### config.mk
export PLATFORM = sky130hd
export DESIGN_NAME = lc3_control_fsm
export DESIGN_NICKNAME = d
export VERILOG_FILES = /design/src/rtl/lc3_control_fsm.sv
export SDC_FILE = /design/constraint.sdc
export NUM_CORES = 1
export LEC_CHECK = 0
export CAP_MARGIN = 20
export CORE_MARGIN = 2
export CORE_UTILIZATION = 44
export DETAILED_ROUTE_END_ITERATION = 16
export PLACE_DENSITY = 0.82
export SLEW_MARGIN = 20
export SYNTH_ARGS = -nofsm -noshare
export SYNTH_HDL_FRONTEND = slang
export SYNTH_SLANG_ARGS = --single-unit
### constraint.sdc
create_clock -name clk -period 2.5 [get_ports clk]
set_input_delay 0.5 -clock clk [delete_from_list [all_inputs] [get_ports clk]]
set_output_delay 0.5 -clock clk [all_outputs]
set_load 0.1 [all_outputs]
### src/rtl/lc3_control_fsm.sv
// rtl/lc3_control_fsm.sv - multi-cycle LC3 control sequencer
// Moore FSM stepping each instruction through fetch/decode/execute/memory/writeback/PC-update.
module lc3_control_fsm #(
    parameter int ILLEGAL_HALT = 1,
    parameter int CNT_W        = 16
) (
    input  logic             clk,
    input  logic             rst,
    input  logic [15:0]      instr,
    input  logic [2:0]       nzp,
    input  logic             mem_ready,
    output logic [3:0]       state,
    output logic             enable_fetch,
    output logic             enable_decode,
    output logic             enable_execute,
    output logic             enable_writeback,
    output logic             enable_updatepc,
    output logic             br_taken,
    output logic             mem_rd,
    output logic             mem_wr,
    output logic             illegal,
    output logic [CNT_W-1:0] retired
);

    typedef enum logic [3:0] {
        S_FETCH        = 4'h0,
        S_DECODE       = 4'h1,
        S_EXEC_ALU     = 4'h2,
        S_EXEC_NPC     = 4'h3,
        S_EXEC_MEMADDR = 4'h4,
        S_RMEM         = 4'h5,
        S_IRMEM        = 4'h6,
        S_WMEM         = 4'h7,
        S_UPDATE_PC    = 4'h8,
        S_UPDATE_REG   = 4'h9,
        S_INVALID      = 4'hA
    } state_t;

    localparam logic [3:0] OP_BR  = 4'h0;
    localparam logic [3:0] OP_ADD = 4'h1;
    localparam logic [3:0] OP_LD  = 4'h2;
    localparam logic [3:0] OP_ST  = 4'h3;
    localparam logic [3:0] OP_AND = 4'h5;
    localparam logic [3:0] OP_LDR = 4'h6;
    localparam logic [3:0] OP_STR = 4'h7;
    localparam logic [3:0] OP_NOT = 4'h9;
    localparam logic [3:0] OP_LDI = 4'hA;
    localparam logic [3:0] OP_STI = 4'hB;
    localparam logic [3:0] OP_JMP = 4'hC;
    localparam logic [3:0] OP_LEA = 4'hE;

    state_t           state_q, state_d;
    logic [3:0]       opcode_q, opcode_d;
    logic [2:0]       cond_q, cond_d;
    logic             br_taken_q, br_taken_d;
    logic             illegal_q, illegal_d;
    logic [CNT_W-1:0] retired_q, retired_d;

    always_ff @(posedge clk) begin
        if (rst) begin
            state_q    <= S_FETCH;
            opcode_q   <= 4'h0;
            cond_q     <= 3'b000;
            br_taken_q <= 1'b0;
            illegal_q  <= 1'b0;
            retired_q  <= '0;
        end else begin
            state_q    <= state_d;
            opcode_q   <= opcode_d;
            cond_q     <= cond_d;
            br_taken_q <= br_taken_d;
            illegal_q  <= illegal_d;
            retired_q  <= retired_d;
        end
    end

    always_comb begin
        state_d    = state_q;
        opcode_d   = opcode_q;
        cond_d     = cond_q;
        br_taken_d = 1'b0;
        illegal_d  = illegal_q;
        retired_d  = retired_q;
        case (state_q)
            S_FETCH: if (mem_ready) state_d = S_DECODE;
            S_DECODE: begin
                opcode_d = instr[15:12];
                cond_d   = instr[11:9];
                case (instr[15:12])
                    OP_ADD, OP_AND, OP_NOT:                     state_d = S_EXEC_ALU;
                    OP_LEA, OP_BR, OP_JMP:                      state_d = S_EXEC_NPC;
                    OP_LD, OP_LDR, OP_LDI, OP_ST, OP_STR, OP_STI: state_d = S_EXEC_MEMADDR;
                    default:                                    state_d = S_INVALID;
                endcase
            end
            S_EXEC_ALU: state_d = S_UPDATE_REG;
            S_EXEC_NPC: begin
                if (opcode_q == OP_LEA) begin
                    state_d = S_UPDATE_REG;
                end else begin
                    // nzp is sampled here so br_taken is valid for the whole UpdatePC cycle
                    state_d    = S_UPDATE_PC;
                    br_taken_d = (opcode_q == OP_JMP) ||
                                 ((opcode_q == OP_BR) && ((cond_q & nzp) != 3'b000));
                end
            end
            S_EXEC_MEMADDR: begin
                case (opcode_q)
                    OP_LDI, OP_STI: state_d = S_IRMEM;
                    OP_LD, OP_LDR:  state_d = S_RMEM;
                    default:        state_d = S_WMEM;
                endcase
            end
            S_RMEM:  if (mem_ready) state_d = S_UPDATE_REG;
            S_IRMEM: if (mem_ready) state_d = (opcode_q == OP_LDI) ? S_RMEM : S_WMEM;
            S_WMEM:  if (mem_ready) state_d = S_UPDATE_PC;
            S_UPDATE_PC: begin
                state_d   = S_FETCH;
                retired_d = retired_q + CNT_W'(1);
            end
            S_UPDATE_REG: state_d = S_UPDATE_PC;
            S_INVALID: if (ILLEGAL_HALT == 0) state_d = S_UPDATE_PC;
            default: state_d = S_FETCH;
        endcase
        if (state_d == S_INVALID) illegal_d = 1'b1;
    end

    always_comb begin
        enable_fetch     = 1'b0;
        enable_decode    = 1'b0;
        enable_execute   = 1'b0;
        enable_writeback = 1'b0;
        enable_updatepc  = 1'b0;
        mem_rd           = 1'b0;
        mem_wr           = 1'b0;
        case (state_q)
            S_FETCH: begin
                enable_fetch = 1'b1;
                mem_rd       = 1'b1;
            end
            S_DECODE:                               enable_decode    = 1'b1;
            S_EXEC_ALU, S_EXEC_NPC, S_EXEC_MEMADDR: enable_execute   = 1'b1;
            S_RMEM, S_IRMEM:                        mem_rd           = 1'b1;
            S_WMEM:                                 mem_wr           = 1'b1;
            S_UPDATE_REG:                           enable_writeback = 1'b1;
            S_UPDATE_PC:                            enable_updatepc  = 1'b1;
            default: ;
        endcase
    end

    assign state    = state_q;
    assign br_taken = br_taken_q;
    assign illegal  = illegal_q;
    assign retired  = retired_q;

endmodule

==> key figures, run 1 <==
Power and ir drop
  • Peak supply drop: roughly 0.00055 V
  • Clk pwr share: 17.5%
  • Switching part of the total: approximately 46%
  • Pwr dens: 805 mW/mm2
  • P_leak: about 0.70 nW
  • Seq pwr share: a little over a third
  • Total internal power: 0.870 mW
  • Psw: ~0.74 mW
  • Combinational share of power: between 40% and 50%
  • Power Total: approximately 1.6 mW

Clock tree
  • Resize count post-CTS: 0
  • CTS tree: yes
  • H-tree depth: 2
  • Clk buf depth: 2
  • Total setup buffers inserted after CTS: 0
  • Total CTS buffers: 5
  • Hold_buf cts: 0
  • Clock Latency Late Sink: just over 0.3 ns
  • Clock Tree Root: clkbuf_4
  • Clk slew on worst S/H paths: 0.09 ns
  • Clock sink count: 29

Route
  • Post-DRT Antenna Nets: 0
  • Drt total wl: 3290 um
  • DRC: 0
  • Met3 WL: between 150 and 200 um
  • Max layer used: met4
  • Drt first pass iters: 4
  • DR vias/cell: approximately 5.4
  • Drt initial violations: 76
  • Metal2 WL: ~1500 um
  • WL per Instance: between 10 and 15 um
  • Via count: approximately 1400
  • Metal-1 WL: 1610 um

Critical path
  • Worst setup SP type: flip-flop
  • CP max stage cell: or4b_2
  • Max incr delay on CP: a little under 0.8 ns
  • Critical path arrival: around 1.9 ns
  • Worst Path Required: 2.00 ns
  • Critical path origin: state[0]$_SDFF_PP0_
  • Buffers & Inverters on Critical Path: 2
  • Crit. End Element: primary output
  • Kind of critical path: reg2out
  • Crit path max-delay family: simple AND/OR/NAND/NOR gates
  • Worst R2R Start: state[2]$_SDFF_PP0_
  • CP Max Fanout: 15
  • Crit-path cells: or4b_2 > inv_2 > buf_12

Run status
  • Status: completed

Global routing
  • Grt ovf: 0
  • First-pass GRT wire length: around 5500 um
  • Gr usage total: roughly a fifth
  • Largest net degree at the start of global routing: 26
  • Vias in the first global route: roughly 1200
  • Antenna violations before repair: 0

Synthesis
  • Mapped Cells: around 180
  • Syn Nets: between 200 and 250
  • Post-synthesis register bit count: 29
  • Synthesis Warnings: 0
  • Synth Area per Inst: 7.96 um2
  • Netlist cell types: 40
  • Mapped Area: about 0.0014 mm2
  • Post-synthesis sequential area ratio: approximately two fifths

Floorplan
  • Die height: 60.7 um
  • Core Region: around 0.0031 mm2
  • # IOs: 51
  • Row count: 20
  • DIE AREA: between 0.003 and 0.004 mm2
  • Initial core utilization: between 40% and 50%
  • Die Width: around 61 um

Timing
  • Unrepaired setup endpoints after global routing: no
  • Final setup viols: 0
  • Slew Viols, Final: 0
  • Hold Fails Final Rpt: 0
  • Peak Freq: 413 MHz
  • Relative slew margins: roughly 58%
  • Setup TNS: 0 ns
  • Slew @ Worst Pin: about 0.63 ns
  • Setup Skew: 0.0137 ns
  • Tcrit/Tclk final: a little over nine tenths
  • Hold WS: approximately 0.46 ns
  • Min Tclk post-route: between 2 and 2.5 ns

Hold path
  • HP Start: cond_q[0]$_SDFFE_PP0P_
  • Worst Hold Class: reg2reg

Run
  • Max Cap Violations: 0

Cells and area
  • Area grow syn2layout: 41.3%
  • Share of layout cells above drive strength 1: between 20% and 30%
  • Filler instances: 293
  • N_diodes: 0
  • Commonest non-fill, non-tap cell in the layout: buf_4
  • Commonest cells after routing, fill and taps aside: buf_4, nand2_1, dfxtp_1, a21oi_1, nor2_1
  • Nets@finish: 244

Placed design
  • Port Buf Inserts: a little over 40
  • RePlAce Congestion: 0.805
  • Post-DP HPWL: roughly 2300 um
worst paths after layout:
check / to / slack (ns) / depth (start not counted)
worst max-delay path: enable_decode / 0.08 / 3
worst max register to register: retired[12]$_SDFFE_PP0P_ / 0.31 / 5
worst min register to register: cond_q[0]$_SDFFE_PP0P_ / 0.46 / 2
worst min-delay path: cond_q[0]$_SDFFE_PP0P_ / 0.46 / 2
sequential cells by signal, indices dropped and copies added, names as in the netlist:
signal and count:
state 4, br_taken 1, opcode_q 4, illegal 1
retired 16, cond_q 3
synth_stat cells, drive strengths merged:
library cell	count	share of area (%)
a211oi	2	1.1
a21oi	21	7.4
a222oi	1	0.71
a311o	2	1.4
a31oi	2	0.88
a41oi	1	0.62
and2	1	0.44
and3	1	0.44
and4	1	0.62
buf	1	0.35
clkbuf	8	2.1
dfxtp	29	41
ha	1	0.88
inv	5	1.3
mux2	1	0.79
nand2	26	6.9
nand2b	1	0.44
nand3	6	2.1
nand3b	2	1.1
nand4	3	1.3
nand4b	2	1.2
nor2	17	4.5
nor2b	1	0.44
nor3	7	2.5
nor4	3	1.3
nor4b	2	1.2
o21ai	7	2.5
o221ai	1	0.62
o311ai	1	0.62
o32a	1	0.71
o32ai	1	0.62
or2	1	0.44
or3	3	1.3
or4	3	1.9
or4b	2	1.4
xnor2	6	3.7
xor2	5	3.1
per-stage QoR:
step                      instances  cell area [um2]  util, %  setup slack, ns
after CTS                       265             2000     65.5           0.0730
final                           265             2000     65.5           0.0798
after global routing            265             2000     65.5          0.00128
after floorplan                 178             1490        -          0.00749
after global placement          258             1950     63.7            0.390
after detailed placement        258             1950     63.7            0.359
worst register-to-register path, delay by kind of cell, from the launching register on:
kind / cells / cell delay, ns
and+or+nand+nor: 3 / 1.34
buffers and inverters: 1 / 0.19
DFF: 1 / 0.42
AOI/OAI and AO/OA: 1 / 0.16
area by class of cell:
type | count | area [um2] | share of cell area, %
Clock buffer | 7 | 55.1 | 2.75
Sequential cell | 29 | 586 | 29.3
Tap cell | 44 | 55.1 | 2.75
Timing Repair Buffer | 45 | 443 | 22.1
Inverter | 5 | 22.5 | 1.13
Multi-Input combinational cell | 135 | 840 | 42.0
logic make-up (layout without fill, tap and decap cells):
| logic type | count (synthesis) | count (layout) | synth area share [%] |
|---|---|---|---|
| mux | 1 | 1 | 0.795 |
| simple gates | 82 | 82 | 29.6 |
| buf+inv | 14 | 57 | 3.80 |
| xor+xnor | 11 | 11 | 6.80 |
| fa+ha+maj | 1 | 1 | 0.883 |
| flops | 29 | 29 | 41.0 |
| compound gates | 40 | 40 | 17.1 |
layer usage:
metal | GRT usage (%) | up-vias
met5 | 0 | -
met1 | 27.2 | 655
met4 | 7.45 | 0
met3 | 4.48 | 2
met2 | 29.8 | 44
li1 | - | 726
power groups by stage:
stage	registers (mW)	logic [mW]	clock network, mW
after floorplan	0.662	0.464	0
after global placement	0.569	0.766	0
after detailed placement	0.570	0.770	0
after CTS	0.559	0.772	0.288
after global routing	0.567	0.810	0.309
final	0.560	0.768	0.283
(Power assumes the default switching activity.)
==> inputs of run 2 (changes only) <==
--- a/config.mk
+++ b/config.mk
@@ -10,6 +10,7 @@
 export CORE_UTILIZATION = 44
 export DETAILED_ROUTE_END_ITERATION = 16
 export PLACE_DENSITY = 0.82
+export SKIP_CTS_REPAIR_TIMING = 1
 export SLEW_MARGIN = 20
 export SYNTH_ARGS = -nofsm -noshare
 export SYNTH_HDL_FRONTEND = slang
==> results of run 2 <==
No change in the layout: final DEF, timing and power equal those of run 1.
